[config.mk]
export PLATFORM = sky130hd
export DESIGN_NAME = reg_writeback_ctrl
export DESIGN_NICKNAME = d
export VERILOG_FILES = /design/src/rtl/reg_wb_pkg.sv /design/src/rtl/reg_writeback_ctrl_nzp_gen.sv /design/src/rtl/reg_writeback_ctrl.sv
export SDC_FILE = /design/constraint.sdc
export NUM_CORES = 1
export LEC_CHECK = 0
export ABC_AREA = 1
export CORE_MARGIN = 4
export CORE_UTILIZATION = 30
export CTS_CLUSTER_DIAMETER = 150
export DETAILED_ROUTE_END_ITERATION = 12
export PLACE_DENSITY = 0.62
export SETUP_SLACK_MARGIN = 0.3
export SLEW_MARGIN = 30
export SYNTH_ARGS = -nofsm -noshare
export SYNTH_HDL_FRONTEND = slang
export SYNTH_SLANG_ARGS = --single-unit
[constraint.sdc]
create_clock -name Clk -period 1.4 [get_ports Clk]
set_input_delay 0.28 -clock Clk [delete_from_list [all_inputs] [get_ports Clk]]
set_output_delay 0.28 -clock Clk [all_outputs]
set_load 0.05 [all_outputs]
[src/rtl/reg_wb_pkg.sv]
// Shared types and constants for the register-file writeback controller.
package reg_wb_pkg;

  typedef enum logic [1:0] {
    IDLE     = 2'd0,
    WAIT_MEM = 2'd1,
    WRITE    = 2'd2
  } wb_state_t;

  localparam logic       SRC_ALU   = 1'b0;
  localparam logic       SRC_MEM   = 1'b1;
  localparam logic [2:0] R7_IDX    = 3'b111;
  localparam logic [2:0] NZP_RESET = 3'b010;

endpackage

[src/rtl/reg_writeback_ctrl_nzp_gen.sv]
// LC-3 condition-code decode: exactly one of {N,Z,P} is set for any value.
module nzp_gen #(
  parameter int WIDTH = 16
) (
  input  logic [WIDTH-1:0] value_i,
  output logic [2:0]       nzp_o
);

  // Sign bit takes priority, then zero test, otherwise positive.
  always_comb begin
    nzp_o = 3'b001;
    if (value_i[WIDTH-1])
      nzp_o = 3'b100;
    else if (value_i == '0)
      nzp_o = 3'b010;
  end

endmodule

[src/rtl/reg_writeback_ctrl.sv]
// Writeback sequencer for the 8 x 16 register file: accepts one request per
// instruction, waits for load data when needed, then issues a single-cycle
// register write and an optional NZP update. All outputs are registered, so
// the write strobe and its data are loaded on the edge that enters WRITE.
module reg_writeback_ctrl
  import reg_wb_pkg::*;
#(
  parameter int WIDTH       = 16,
  parameter int MEM_TIMEOUT = 15,
  parameter int CNT_W       = 4
) (
  input  logic             Clk,
  input  logic             Reset,
  input  logic [15:0]      IR,
  input  logic             req_valid,
  output logic             req_ready,
  input  logic             req_src,
  input  logic             req_drmux,
  input  logic             req_set_cc,
  input  logic [WIDTH-1:0] alu_result,
  input  logic [WIDTH-1:0] mem_data,
  input  logic             mem_ready,
  output logic [WIDTH-1:0] wb_data,
  output logic [2:0]       wb_dr,
  output logic             LD_REG,
  output logic             LD_CC,
  output logic [2:0]       NZP,
  output logic             timeout_err
);

  // Last WAIT_MEM cycle before the load is abandoned.
  localparam logic [CNT_W-1:0] CNT_LAST = CNT_W'(MEM_TIMEOUT - 1);

  wb_state_t        state_q, state_d;
  logic [CNT_W-1:0] cnt_q, cnt_d;
  logic [2:0]       dr_q, dr_d;
  logic             set_cc_q, set_cc_d;
  logic [WIDTH-1:0] wb_data_q, wb_data_d;
  logic [2:0]       wb_dr_q, wb_dr_d;
  logic             ld_reg_q, ld_reg_d;
  logic             ld_cc_q, ld_cc_d;
  logic [2:0]       nzp_q, nzp_d;
  logic             to_q, to_d;

  logic [WIDTH-1:0] wr_val;
  logic [2:0]       wr_nzp;
  logic [2:0]       accept_dr;

  // Only the DR field of the instruction matters here.
  logic unused_ir;
  assign unused_ir = ^{IR[15:12], IR[8:0]};

  assign accept_dr = req_drmux ? IR[11:9] : R7_IDX;

  // Value about to be written: load data while waiting, ALU result otherwise.
  always_comb begin
    wr_val = alu_result;
    if (state_q == WAIT_MEM)
      wr_val = mem_data;
  end

  nzp_gen #(
    .WIDTH (WIDTH)
  ) u_nzp_gen (
    .value_i (wr_val),
    .nzp_o   (wr_nzp)
  );

  // Next-state and registered-output decode for the three-state sequencer.
  always_comb begin
    state_d   = state_q;
    cnt_d     = cnt_q;
    dr_d      = dr_q;
    set_cc_d  = set_cc_q;
    wb_data_d = wb_data_q;
    wb_dr_d   = wb_dr_q;
    nzp_d     = nzp_q;
    ld_reg_d  = 1'b0;
    ld_cc_d   = 1'b0;
    to_d      = 1'b0;

    case (state_q)
      IDLE: begin
        if (req_valid) begin
          dr_d     = accept_dr;
          set_cc_d = req_set_cc;
          if (req_src == SRC_ALU) begin
            wb_data_d = wr_val;
            wb_dr_d   = accept_dr;
            ld_reg_d  = 1'b1;
            ld_cc_d   = req_set_cc;
            state_d   = WRITE;
          end else begin
            cnt_d   = '0;
            state_d = WAIT_MEM;
          end
        end
      end
      WAIT_MEM: begin
        // Arriving data beats the timeout on the same cycle.
        if (mem_ready) begin
          wb_data_d = wr_val;
          wb_dr_d   = dr_q;
          ld_reg_d  = 1'b1;
          ld_cc_d   = set_cc_q;
          state_d   = WRITE;
        end else if (cnt_q == CNT_LAST) begin
          to_d    = 1'b1;
          state_d = IDLE;
        end else begin
          cnt_d = cnt_q + 1'b1;
        end
      end
      WRITE: begin
        state_d = IDLE;
      end
      default: begin
        state_d = IDLE;
      end
    endcase

    if (ld_cc_d)
      nzp_d = wr_nzp;
  end

  // State and output registers; reset drops any pending write.
  always_ff @(posedge Clk) begin
    if (Reset) begin
      state_q   <= IDLE;
      cnt_q     <= '0;
      dr_q      <= '0;
      set_cc_q  <= 1'b0;
      wb_data_q <= '0;
      wb_dr_q   <= '0;
      ld_reg_q  <= 1'b0;
      ld_cc_q   <= 1'b0;
      nzp_q     <= NZP_RESET;
      to_q      <= 1'b0;
    end else begin
      state_q   <= state_d;
      cnt_q     <= cnt_d;
      dr_q      <= dr_d;
      set_cc_q  <= set_cc_d;
      wb_data_q <= wb_data_d;
      wb_dr_q   <= wb_dr_d;
      ld_reg_q  <= ld_reg_d;
      ld_cc_q   <= ld_cc_d;
      nzp_q     <= nzp_d;
      to_q      <= to_d;
    end
  end

  assign req_ready   = (state_q == IDLE);
  assign wb_data     = wb_data_q;
  assign wb_dr       = wb_dr_q;
  assign LD_REG      = ld_reg_q;
  assign LD_CC       = ld_cc_q;
  assign NZP         = nzp_q;
  assign timeout_err = to_q;

endmodule

==> summary.log <==
[yosys] register bit count reported by yosys 35
[power] relative contribution of combinational cells to total power 0.394
[floorplan] Total Die Area 6810 um2
[yosys] portion of synthesized cell area occupied by the leading cell type 0.420
[clock_network] cts bufs inserted 5
[clock_network] count of hold-fix buffers inserted at cts 0
[sta] # setup viols final 4
[drt] Routed Wire Length 5170 um
[yosys] synth warn 0
[power] part of the total power dissipated in sequential elements 0.378
[clock_network] clock slew at the register clock pins of the worst setup and hold paths 0.07 ns
[yosys] mean instance size in the synthesized netlist 6.77 um2
[drt] Avg Vias per Cell 4.50
[yosys] count of unique library cells instantiated by Yosys 22
[power] largest vdd supply drop 684 uV
[critical_path] Worst Path Arrival 1.64 ns
[placement] dpl ws -0.265 ns
[floorplan] Die Wd 82.5 um
[floorplan] core area 5240 um2
[critical_path] worst reg-to-reg setup slack -0.02 ns
[placement] estimated wirelength of the detail-placed design 3750 um
[job] max-capacitance violation count 0
[sta] Final period util 1.01
[sta] final hold violation count 0
[critical_path] worst-path fanout max 4
[placement] GPL Wtd Cong 0.757
[floorplan] row count 26
[clock_network] total clock sinks 35
[power] Overall Power 3.06 mW
[sta] Clock Skew 0.00472 ns
[sta] setup slack of the critical path after layout -0.0172 ns
[grt] initial antenna violation count 0
[grt] via count of the first global-routing pass 1773
[yosys] post-synthesis cell count 246
[drt] DRC violation count after routing 0
[outcome] run status complete, but fails checks
[layout] multi-input gate area in the final layout 1040 um2
[layout] share of post-route cells with drive strength above 1 0.477
[sta] maximum achievable frequency 706 MHz
[yosys] fraction of registers with async set/reset 0
[yosys] biggest area consumer among synthesized cells sky130_fd_sc_hd__dfxtp_1
[sta] final number of max-transition violations 0
[critical_path] startpoint class of the critical path register
[drt] detailed-route wire length per cell 12.2 um
[sta] Relative slew margins 0.746
[outcome] failing checks setup timing
[layout] number of inserted diodes 0
[drt] DRC violation total after the first TritonRoute iteration 99
[clock_network] clk_lat worst skew 0.28 ns
[layout] total number of nets in the final design 410
[sta] slew at the pin closest to its max-slew limit 0.380 ns
[yosys] total standard cell area after synthesis 1670 um2
[power] reported leakage power 1.44 nW
[hold_path] min-delay worst type in -> reg
[clock_network] Clk Tree Root Cell sky130_fd_sc_hd__clkbuf_8
[drt] routed vias 1910
[floorplan] number of top-level pins 81
[sta] tightest hold margin 0.414 ns
[drt] antenna viol nets, final 0
[critical_path] type of the worst setup path reg -> reg
[grt] wire length of the first global-routing pass 7850 um
[layout] area added between synthesis and finish 101%
[critical_path] sort of element at the end of the critical path register
[grt] overall global routing resource usage 0.150
[grt] grt ovf 0
[power] ratio of total power to cell area 912 nW/um2
[yosys] Synth area leaders sky130_fd_sc_hd__dfxtp_1, sky130_fd_sc_hd__nand2_1, sky130_fd_sc_hd__a21oi_1
[power] Clock power frac 0.228
[yosys] syn nets 303
[critical_path] data required time at the worst endpoint 1.62 ns
[power] cell-internal power 2.04 mW
[power] net switching fraction of the power 0.332
[grt] largest net degree at the start of global routing 19
[drt] iteration count of the initial detailed-routing pass 4
[layout] Filler cells 434
[sta] setup repair after global routing missed its margin yes
[sta] Period minus WS final 1.42 ns
[floorplan] Chip Height 82.5 um
[placement] Port Buffers 67
[yosys] EDFF count, synth 0
[yosys] top_reg_cell synth sky130_fd_sc_hd__dfxtp_1
[layout] final core utilization 0.641
[yosys] share of the yosys chip area belonging to registers 0.420
[clock_network] Max H-tree Level 2
[power] Net Switching 1.02 mW
[floorplan] initial core utilization 0.318
[clock_network] clock tree from TritonCTS built
[layout] area occupied by registers 743 um2
[clock_network] number of buffers on the longest clock path 2
==> state kept, by name, indices dropped and copies added (netlist names) <==
name         cells
LD_CC            1
cnt_q            4
dr_q             3
state_q          2
LD_REG           1
wb_data         16
set_cc_q         1
NZP              3
timeout_err      1
wb_dr            3
==> layer usage <==
layer	part of all wire	wire [um]	up-vias	global-route usage
met1	0.42	2170	864	0.190
met2	0.52	2700	45	0.252
met4	0.010	53	0	0.0556
li1	-	-	997	-
met3	0.048	247	4	0.0282
met5	0	0	-	0
==> power groups by stage <==
stage / sequential (mW) / clock, mW / combinational, mW
CTS: 1.15 / 0.734 / 1.12
global route: 1.17 / 0.778 / 1.29
detailed placement: 1.16 / 0 / 1.04
global placement: 1.16 / 0 / 1.03
floorplan: 1.31 / 0 / 0.319
finish: 1.16 / 0.698 / 1.21
==> worst paths after layout <==
path                   start       end  cells past startpoint
setup / recovery  state_q[0]    NZP[0]                     11
setup reg to reg  state_q[0]    NZP[0]                     11
hold / removal     req_valid  set_cc_q                      4
hold reg to reg     set_cc_q  set_cc_q                      2
==> placed cells by master, fill, tap and decap left out <==
cell                               n
sky130_fd_sc_hd__a21oi_1           8
sky130_fd_sc_hd__a21oi_2          13
sky130_fd_sc_hd__a31oi_1           6
sky130_fd_sc_hd__buf_12           28
sky130_fd_sc_hd__buf_4            30
sky130_fd_sc_hd__buf_6            11
sky130_fd_sc_hd__buf_8             1
sky130_fd_sc_hd__clkbuf_1          1
sky130_fd_sc_hd__clkbuf_8          5
sky130_fd_sc_hd__clkdlybuf4s50_1  40
sky130_fd_sc_hd__clkinv_2          1
sky130_fd_sc_hd__clkinvlp_4        1
sky130_fd_sc_hd__dfxtp_1           7
sky130_fd_sc_hd__dfxtp_2          25
sky130_fd_sc_hd__dfxtp_4           3
sky130_fd_sc_hd__dlymetal6s2s_1    1
sky130_fd_sc_hd__ha_1              1
sky130_fd_sc_hd__ha_2              1
sky130_fd_sc_hd__inv_1             9
sky130_fd_sc_hd__inv_2             5
sky130_fd_sc_hd__inv_4             2
sky130_fd_sc_hd__nand2_1          78
sky130_fd_sc_hd__nand2_2          18
sky130_fd_sc_hd__nand2_4           6
sky130_fd_sc_hd__nand3_1          14
sky130_fd_sc_hd__nand3b_1          1
sky130_fd_sc_hd__nor2_1           15
sky130_fd_sc_hd__nor2_2            4
sky130_fd_sc_hd__nor2_4            5
sky130_fd_sc_hd__nor3b_2           1
sky130_fd_sc_hd__nor4_2            1
sky130_fd_sc_hd__o21ai_0           1
sky130_fd_sc_hd__o21ai_1           2
sky130_fd_sc_hd__o21ai_2           7
sky130_fd_sc_hd__o31ai_4           1
sky130_fd_sc_hd__xnor2_1           1
==> metrics by stage <==
stage	instances	cell area (um2)	setup TNS, ns
final	424	3360	-0.0565
after global routing	424	3360	-1.19
after CTS	424	3180	-0.0136
after detailed placement	410	2920	-5.90
after global placement	410	2920	-5.53
after floorplan	246	1670	-1.05
==> cell type report <==
class | instances | share of cell area
Clock buffer | 6 | 0.0216
Tap cell | 70 | 0.0261
Multi-Input combinational cell | 184 | 0.309
Timing Repair Buffer | 111 | 0.398
Inverter | 16 | 0.0194
Clock inverter | 2 | 0.00373
Sequential cell | 35 | 0.221
==> repair_timing <==
| action | 4_1_cts | 5_1_grt |
|---|---|---|
| gates cloned | 1 | 0 |
| pin swaps | 12 | 11 |
| buffers inserted | 5 | 0 |
| setup endpoints to repair | 57 | 44 |
| gates resized for setup | 62 | 54 |
==> cells in the mapped netlist (all sizes together) (2+ instances only) <==
| master | instances |
|---|---|
| a21oi | 21 |
| a31oi | 6 |
| buf | 8 |
| clkbuf | 3 |
| dfxtp | 35 |
| ha | 2 |
| inv | 16 |
| nand2 | 102 |
| nand3 | 14 |
| nor2 | 24 |
| o21ai | 10 |
==> logic make-up after synthesis <==
family                   after synthesis  share of synthesized area
AND/OR/NAND/NOR                      143                      0.358
AO/OA/AOI/OAI                         38                      0.128
flip-flops                            35                      0.420
buffers and inverters                 27                     0.0728
adder cells (fa/ha/maj)                2                     0.0150
XOR/XNOR                               1                    0.00526
==> worst max-delay path, cell delays in order (launching register included) <==
cell and delay [ns]:
sky130_fd_sc_hd__dfxtp_4 0.36, sky130_fd_sc_hd__buf_6 0.11, sky130_fd_sc_hd__nor2_4 0.12, sky130_fd_sc_hd__buf_6 0.12, sky130_fd_sc_hd__nand2_4 0.05, sky130_fd_sc_hd__inv_2 0.06
sky130_fd_sc_hd__nand3b_1 0.08, sky130_fd_sc_hd__nand2_1 0.09, sky130_fd_sc_hd__inv_2 0.07, sky130_fd_sc_hd__nor2_4 0.10, sky130_fd_sc_hd__nand2_1 0.08, sky130_fd_sc_hd__a21oi_2 0.11
(Power assumes the default switching activity.)
